<file path="src/rtl/pulse_stretcher_if.sv">
// Event/indicator signal bundle for the two-channel pulse stretcher.
// The master drives events and the overflow clear; the slave returns the indicators.
interface pulse_stretcher_if;
    logic [1:0] inp;
    logic       ovf_clr;
    logic [1:0] outp;
    logic [1:0] busy;
    logic [1:0] ovf;

    modport master (
        output inp,
        output ovf_clr,
        input  outp,
        input  busy,
        input  ovf
    );

    modport slave (
        input  inp,
        input  ovf_clr,
        output outp,
        output busy,
        output ovf
    );
endinterface

</file>
<file path="src/rtl/pulse_stretcher.sv">
// Two-channel event-to-LED stretcher: each event becomes a fixed-length flash followed by a
// fixed dark gap, with a bounded per-channel queue of pending events.
module pulse_stretcher #(
    parameter int unsigned STRETCH_CYCLES = 12500000,
    parameter int unsigned GAP_CYCLES     = 6250000,
    parameter int unsigned CNT_W          = 24,
    parameter int unsigned MAX_PEND       = 3,
    parameter int unsigned PEND_W         = 2
) (
    input logic              clk,
    input logic              clr,
    pulse_stretcher_if.slave bus
);

    localparam logic [CNT_W-1:0]  StretchLd = CNT_W'(STRETCH_CYCLES - 1);
    localparam logic [CNT_W-1:0]  GapLd     = CNT_W'(GAP_CYCLES - 1);
    localparam logic [PEND_W-1:0] PendMax   = PEND_W'(MAX_PEND);

    typedef enum logic [1:0] {
        StIdle = 2'd0,
        StOn   = 2'd1,
        StGap  = 2'd2
    } state_e;

    for (genvar i = 0; i < 2; i++) begin : g_ch
        state_e              state_q;
        logic [CNT_W-1:0]    cnt_q;
        logic [PEND_W-1:0]   pend_q;
        logic                outp_q;
        logic                busy_q;
        logic                ovf_q;

        logic ev;
        logic last;
        logic queue_ev;
        logic drop;

        // An event on the final GAP cycle starts the next flash directly instead of queueing.
        always_comb begin
            ev       = bus.inp[i];
            last     = (cnt_q == '0);
            queue_ev = ev && ((state_q == StOn) || ((state_q == StGap) && !last));
            drop     = queue_ev && (pend_q == PendMax);
        end

        always_ff @(posedge clk or posedge clr) begin
            if (clr) begin
                state_q <= StIdle;
                cnt_q   <= '0;
                pend_q  <= '0;
                outp_q  <= 1'b0;
                busy_q  <= 1'b0;
                ovf_q   <= 1'b0;
            end else begin
                ovf_q <= drop | (ovf_q & ~bus.ovf_clr);
                if (queue_ev && !drop) begin
                    pend_q <= pend_q + 1'b1;
                end
                unique case (state_q)
                    StIdle: begin
                        if (ev) begin
                            state_q <= StOn;
                            cnt_q   <= StretchLd;
                            outp_q  <= 1'b1;
                            busy_q  <= 1'b1;
                        end
                    end
                    StOn: begin
                        if (last) begin
                            state_q <= StGap;
                            cnt_q   <= GapLd;
                            outp_q  <= 1'b0;
                        end else begin
                            cnt_q <= cnt_q - 1'b1;
                        end
                    end
                    StGap: begin
                        if (!last) begin
                            cnt_q <= cnt_q - 1'b1;
                        end else if (ev || (pend_q != '0)) begin
                            state_q <= StOn;
                            cnt_q   <= StretchLd;
                            outp_q  <= 1'b1;
                            if (!ev) begin
                                pend_q <= pend_q - 1'b1;
                            end
                        end else begin
                            state_q <= StIdle;
                            busy_q  <= 1'b0;
                        end
                    end
                    default: begin
                        state_q <= StIdle;
                        outp_q  <= 1'b0;
                        busy_q  <= 1'b0;
                    end
                endcase
            end
        end

        assign bus.outp[i] = outp_q;
        assign bus.busy[i] = busy_q;
        assign bus.ovf[i]  = ovf_q;
    end

endmodule

</file>
<file path="src/flat_wrapper.sv">
// flat-port wrapper written by rule: the top's interface ports become plain ports
module pulse_stretcher_flat 
#(
    parameter int unsigned STRETCH_CYCLES = 12500000,
    parameter int unsigned GAP_CYCLES     = 6250000,
    parameter int unsigned CNT_W          = 24,
    parameter int unsigned MAX_PEND       = 3,
    parameter int unsigned PEND_W         = 2
)
  (clk, clr, bus_inp, bus_ovf_clr, bus_outp, bus_busy, bus_ovf);
  pulse_stretcher_if bus_i ();
  input logic clk;
  input logic clr;
  input wire logic [$bits(bus_i.inp)-1:0] bus_inp;
  input wire logic [$bits(bus_i.ovf_clr)-1:0] bus_ovf_clr;
  output wire logic [$bits(bus_i.outp)-1:0] bus_outp;
  output wire logic [$bits(bus_i.busy)-1:0] bus_busy;
  output wire logic [$bits(bus_i.ovf)-1:0] bus_ovf;
  assign bus_i.inp = bus_inp;
  assign bus_i.ovf_clr = bus_ovf_clr;
  assign bus_outp = bus_i.outp;
  assign bus_busy = bus_i.busy;
  assign bus_ovf = bus_i.ovf;
  pulse_stretcher #(.STRETCH_CYCLES(STRETCH_CYCLES), .GAP_CYCLES(GAP_CYCLES), .CNT_W(CNT_W), .MAX_PEND(MAX_PEND), .PEND_W(PEND_W)) u_core (.clk(clk), .clr(clr), .bus(bus_i));
endmodule
</file>
<file path="config.mk">
export PLATFORM = sky130hd
export DESIGN_NAME = pulse_stretcher_flat
export DESIGN_NICKNAME = d
export VERILOG_FILES = /design/src/rtl/pulse_stretcher_if.sv /design/src/rtl/pulse_stretcher.sv /design/src/flat_wrapper.sv
export SDC_FILE = /design/constraint.sdc
export NUM_CORES = 1
export LEC_CHECK = 0
export CAP_MARGIN = 20
export CELL_PAD_IN_SITES_DETAIL_PLACEMENT = 0
export CELL_PAD_IN_SITES_GLOBAL_PLACEMENT = 1
export CORE_MARGIN = 3
export CORE_UTILIZATION = 43
export DETAILED_ROUTE_END_ITERATION = 6
export HOLD_SLACK_MARGIN = 0.1
export PLACE_DENSITY_LB_ADDON = 0.1
export SETUP_SLACK_MARGIN = 0.3
export SLEW_MARGIN = 20
export SYNTH_ARGS = -nofsm -noshare
export SYNTH_HDL_FRONTEND = slang
export SYNTH_SLANG_ARGS = --single-unit
</file>
<file path="constraint.sdc">
create_clock -name clk -period 2.6 [get_ports clk]
set_input_delay 0.52 -clock clk [delete_from_list [all_inputs] [get_ports clk]]
set_output_delay 0.52 -clock clk [all_outputs]
set_load 0.02 [all_outputs]
</file>
### Word-level counts from Yosys, hierarchy flattened

Index checks and enable logic that the tools add are counted.

| word-level totals | value |
|---|---|
| register bits after elaboration | 62 |
| output and inout port bits | 6 |
| bits of input ports | 5 |
| word-level logic and storage cells | 121 |

| cells by class | value |
|---|---|
| $add $sub $neg | 6 |
| reductions and logical operators | 32 |
| bitwise gates (word level) | 7 |
| equal/unequal tests | 18 |
| mux-type cells | 46 |

Operator list:

| operator | number |
|---|---|
| 24-bit two-way mux | 8 |
| 24-bit one-hot mux with 3 select lines | 2 |
| 24-bit logical NOT | 2 |
| 24-bit by 1-bit subtractor with 24-bit output, second input constant | 2 |
| 2-bit two-way mux | 16 |
| 4-bit AND reduction | 4 |
| 1-bit two-way mux | 14 |
| 2-bit inequality test, second input constant | 6 |
| 1-bit one-hot mux with 3 select lines | 4 |
| 2-bit one-hot mux with 3 select lines | 2 |
| 3-bit AND reduction | 4 |
| 2-bit equality test, second input constant | 4 |
| 1-bit logical AND | 8 |
| 2-bit by 1-bit inequality test with 1-bit output, second input constant | 4 |
| 3-bit inequality test, second input constant | 2 |
| 3-bit nonzero test | 2 |
| 2-bit by 1-bit adder with 2-bit output, second input constant | 2 |
| 2-bit by 1-bit equality test with 1-bit output, second input constant | 2 |
| 1-bit logical NOT | 4 |
| 2-bit logical NOT | 2 |
| 1-bit logical OR | 4 |
| 2-bit nonzero test | 2 |
| 2-bit by 1-bit subtractor with 2-bit output, second input constant | 2 |
| 1-bit NOT | 3 |
| other kinds (2) | 4 |

### Logic depth before layout (Yosys ltp)

| depth | value |
|---|---|
| depth after elaboration | 13 |
| gate-level depth with buffers | 10 |
| depth with buffers taken out | 8 |

### Least setup slack after synthesis

No wires, ideal clock.

| path | value |
|---|---|
| kind | register to register |
| from | register u_core.g_ch[1].cnt_q[18] |
| to | register u_core.g_ch[1].cnt_q[23] |
| required time | 2479 ps |
| library setup time | 121 ps |
| clock period less this slack | 2787 ps |
| cell stages (with the launch flop) | 9 |
| slack | -187 ps |
| path buffers | 2 |
| arrival time | 2666 ps |
| cell sequence | dfrtp_1 -> or4_4 -> or4_4 -> or4_4 -> buf_6 -> o21ai_2 -> buf_2 -> a21oi_1 -> o22a_1 |

| on the way | value |
|---|---|
| cells in the longest elaborated chain, start to end | 3 |
| elaborated cells between the ends (all ways) | 7 |
| those cells by class | add/sub: 1; eq/ne: 1; mux: 3; reduce/logical: 2 |

Ends and longest elaborated chain:

| item | line | RTL |
|---|---|---|
| start: declaration | pulse_stretcher.sv:27 | `logic [CNT_W-1:0] cnt_q;` |
| start signal: assignment | pulse_stretcher.sv:63 | `cnt_q <= StretchLd;` |
| start signal: assignment | pulse_stretcher.sv:71 | `cnt_q <= GapLd;` |
| start signal: assignment | pulse_stretcher.sv:74 | `cnt_q <= cnt_q - 1'b1;` |
| 24-bit by 1-bit subtractor with 24-bit output / 24-bit logical NOT (equally long branches) | pulse_stretcher.sv:74, pulse_stretcher.sv:79, pulse_stretcher.sv:41 |  |
| 24-bit two-way mux, or another cell as far along | pulse_stretcher.sv:78 | `if (!last) begin` |
| 24-bit one-hot mux with 3 select lines / 3-bit AND reduction (equally long branches) | n/a |  |

Parallel ways exist; a longest one is shown, timed or not.
A chain may end at the register's enable or synchronous reset.

### Worst setup path in the final report

| path | value |
|---|---|
| from | register u_core.g_ch[1].cnt_q[19] |
| to | register u_core.g_ch[1].pend_q[0] |

| on the way | value |
|---|---|
| cells in the longest elaborated chain, start to end | 13 |

Ends and longest elaborated chain:

| item | line | RTL |
|---|---|---|
| 24-bit logical NOT (*) | pulse_stretcher.sv:41 | `last = (cnt_q == '0);` |
| 1-bit logical NOT | pulse_stretcher.sv:42 | `queue_ev = ev && ((state_q == StOn) \|\| ((state_q == StGap) && !last));` |
| 1-bit logical AND | pulse_stretcher.sv:42 |  |
| 1-bit logical OR | pulse_stretcher.sv:42 |  |
| 1-bit logical AND | pulse_stretcher.sv:42 |  |
| 1-bit logical AND | pulse_stretcher.sv:43 | `drop = queue_ev && (pend_q == PendMax);` |
| 1-bit logical NOT | pulse_stretcher.sv:56 | `if (queue_ev && !drop) begin` |
| 1-bit logical AND | pulse_stretcher.sv:56 |  |
| 2-bit two-way mux | pulse_stretcher.sv:56 |  |
| 2-bit two-way mux | pulse_stretcher.sv:84 | `if (!ev) begin` |
| 2-bit two-way mux | pulse_stretcher.sv:80 | `end else if (ev \|\| (pend_q != '0)) begin` |
| 2-bit two-way mux | pulse_stretcher.sv:78 |  |
| 2-bit two-way mux (*) | pulse_stretcher.sv:59 | `unique case (state_q)` |
| end signal: assignment | pulse_stretcher.sv:57 | `pend_q <= pend_q + 1'b1;` |
| end signal: assignment | pulse_stretcher.sv:85 | `pend_q <= pend_q - 1'b1;` |
| end: declaration | pulse_stretcher.sv:28 | `logic [PEND_W-1:0] pend_q;` |

Mark *: on every way between the ends. The rest lies on a longest branch, timed or not.

==> out/metrics.yaml <==
syn-mean-instance-area_um2: 8.46
p_leak_uw: 0.00239
ys_seq_area_frac: 0.388
cp.arrival_ns: 2.94
clk_latency_ns: 0.35
critical_path_required_ns: 2.86
hold_buffers: 0
crit_type: "flip-flop to flip-flop"
vias: 3975
grt_pass1_vias: 3797
syn_to_final_growth_pct: 41.0
drt-initial-drc-count: 269
track_usage: 0.234
yosys_warnings: 0
regToRegStartpoint: "u_core.g_ch[1].cnt_q[19]"
hold_viol: 0
drc: 0
totalWireLength_mm: 11.8
final_max_slew_viol_count: 0
coreArea_um2: 8890
antennaDiodeCount: 0
htree_levels: 3
dieArea_um2: 10500
rsz0062_at_grt: "true"
gp_congestion: 0.851
drv_cap: 0
routedWlPerCell_um: 17.7
rows: 34
most-common-layout-cells: "dfrtp_1, nor2_1, buf_4, inv_1, buf_6"
die_w_um: 102
status: "finished with violations"
crit_path_end_kind: "flip-flop"
finalSetupViolations: 13
drtPass1Iterations: 5
synth_ff_type: "dfrtp_1"
clock_sinks: 62
ys_seq_elements: 62
violations: "setup timing"
setup_slack_ns: -0.0715
cts.path.max_buffers: 2
top_level_ports: 11
place_inst: 621
instances_no_fill: 668
die-height_um: 102
syn_nets: 494
p_per_area_nw_per_um2: 1160
timing.final.crit_share: 1.03
start_kind: "flip-flop"
cp-startpoint: "u_core.g_ch[1].cnt_q[19]"
path_clk_slew_ns: 0.08
relSlewSlack: 0.635
netlist_instances: 473
antenna_found_initial: 0
hp-class: "primary input to asynchronous set/reset pin"
cts_buffers: 9
cts_tree: "built"
synth_cell_types: 57
io_buffer_count: 10
grt_pass1_wl_mm: 19.1
grt.overflow.total: 0
grt_max_degree: 32
asyncSetResetFlopFracSynth: 1.00
initial_core_util: 0.450
antenna_left: 0
viasPerCell: 5.95
period_needed_ns: 2.67
mostFrequentLayoutCell: "dfrtp_1"
synth_edf_count: 0
finClkSkew_ns: 0.0128
nets: 578
synth.cell_area_um2: 4000
drive_above_1_share: 0.354
clock-root-buffer: "clkbuf_8"
max_freq_mhz: 374
hpwl_mm: 7.81
path_max_fanout: 6
worstMarginPinSlew_ns: 0.544
whs_ns: 0.490
vdd_drop_max_uv: 459
## through the flow
step | setup WS (ns) | total power, uW | utilization | setup TNS, ns | instance area, um2
2_1_floorplan | -0.0827 | 3810 | - | -0.693 | 4180
4_1_cts | -0.0493 | 6300 | 0.616 | -0.199 | 5480
5_1_grt | -0.124 | 7000 | 0.634 | -1.44 | 5640
3_5_place_dp | -0.122 | 4830 | 0.529 | -0.808 | 4700
3_3_place_gp | -0.0848 | 4750 | 0.529 | -0.283 | 4700
6_report | -0.0715 | 6560 | 0.634 | -0.388 | 5640
## worst max-delay path, stage by stage (launching register included)
cell and delay (ns):
dfrtp_1 0.40, or4_4 0.55, or4_4 0.45, or4_4 0.49, or4b_4 0.52, nand2_2 0.09, xnor2_1 0.10
## repair_timing
| action | in CTS | in global routing |
|---|---|---|
| resized for setup | 91 | 34 |
| gates cloned | 4 | 0 |
| buffers inserted | 26 | 3 |
| pin swaps | 35 | 29 |
| endpoints found under the setup margin | 62 | 62 |
## worst paths after layout
check / endpoint / slack [ns] / depth (start not counted)
worst max-delay path: u_core.g_ch[1].pend_q[0] / -0.07 / 6
min in group clk: u_core.g_ch[1].outp_q / 0.50 / 1
max in group asynchronous: u_core.g_ch[1].cnt_q[0] / 1.53 / 3
worst max register to register: u_core.g_ch[1].pend_q[0] / -0.07 / 6
worst min register to register: u_core.g_ch[1].outp_q / 0.50 / 1
worst min-delay path: u_core.g_ch[1].pend_q[0] / 0.49 / 2
## report_power, final
group          switching, uW  leakage (uW)  internal (uW)
clock network            372     0.0000821            359
registers                307      0.000741           1320
logic                   2140       0.00156           2060
## area by class of cell
| type | count | area (um2) |
|---|---|---|
| Fill cell | 774 | 3250 |
| Multi-Input combinational cell | 357 | 2690 |
| Sequential cell | 62 | 1550 |
| Timing Repair Buffer | 96 | 995 |
| Clock buffer | 12 | 145 |
| Tap cell | 108 | 135 |
| Inverter | 31 | 116 |
| Clock inverter | 2 | 10.0 |
## flip-flops by register name, indices dropped and copies added, names as in the netlist
register	flops
u_core.g_ch.pend_q	4
u_core.g_ch.outp_q	2
u_core.g_ch.busy_q	2
u_core.g_ch.state_q	4
u_core.g_ch.ovf_q	2
u_core.g_ch.cnt_q	48
## layer usage
metal,routed length (um),GRT usage,up-vias
met4,181,0.0817,0
met5,0,0,-
met3,576,0.0444,17
met2,5310,0.347,101
met1,5780,0.340,1943
li1,-,-,1914
## kinds of logic after synthesis
group,Yosys count,share of synthesized area
compound gates,169,0.280
buf+inv,56,0.0626
flops,62,0.388
mux,4,0.0106
simple gates,164,0.205
xor+xnor,2,0.00438
fa+ha+maj,16,0.0500
## synthesized netlist by cell type (2+ instances only)
cell        n  area share
mux2i_1     2      0.0050
and2_1      2      0.0031
o22a_1     19       0.042
xnor2_1     2      0.0044
dfrtp_1    62        0.39
nand2b_1    7       0.011
nor3_1     16       0.020
o31ai_1     2      0.0038
o22ai_1     2      0.0031
nand3_1     8       0.010
o21a_1      6       0.011
o21ai_2     2      0.0044
mux2_2      2      0.0056
a31o_2      2      0.0044
nand2_1    29       0.027
and3_1      4      0.0063
nor4b_1     2      0.0044
nand4_1     3      0.0047
or3_1       6      0.0094
inv_1      31       0.029
nor2_1     59       0.055
nor2b_1     2      0.0031
or2_2       3      0.0047
nor4_1      9       0.014
a22o_1      9       0.020
a2bb2oi_1   8       0.018
ha_1       16       0.050
buf_4       7       0.013
o41ai_1     3      0.0066
nor3b_1     2      0.0038
a221o_1     2      0.0050
a31oi_1     8       0.013
buf_2       5      0.0063
a21oi_1    51       0.064
o21ai_0    37       0.046
or4_1       6       0.011
or4_4       3      0.0084
clkbuf_1   12       0.011
a21oi_2     2      0.0044
a22oi_1     2      0.0038
o2bb2ai_1   2      0.0044
Power figures use the tool's default switching activity.
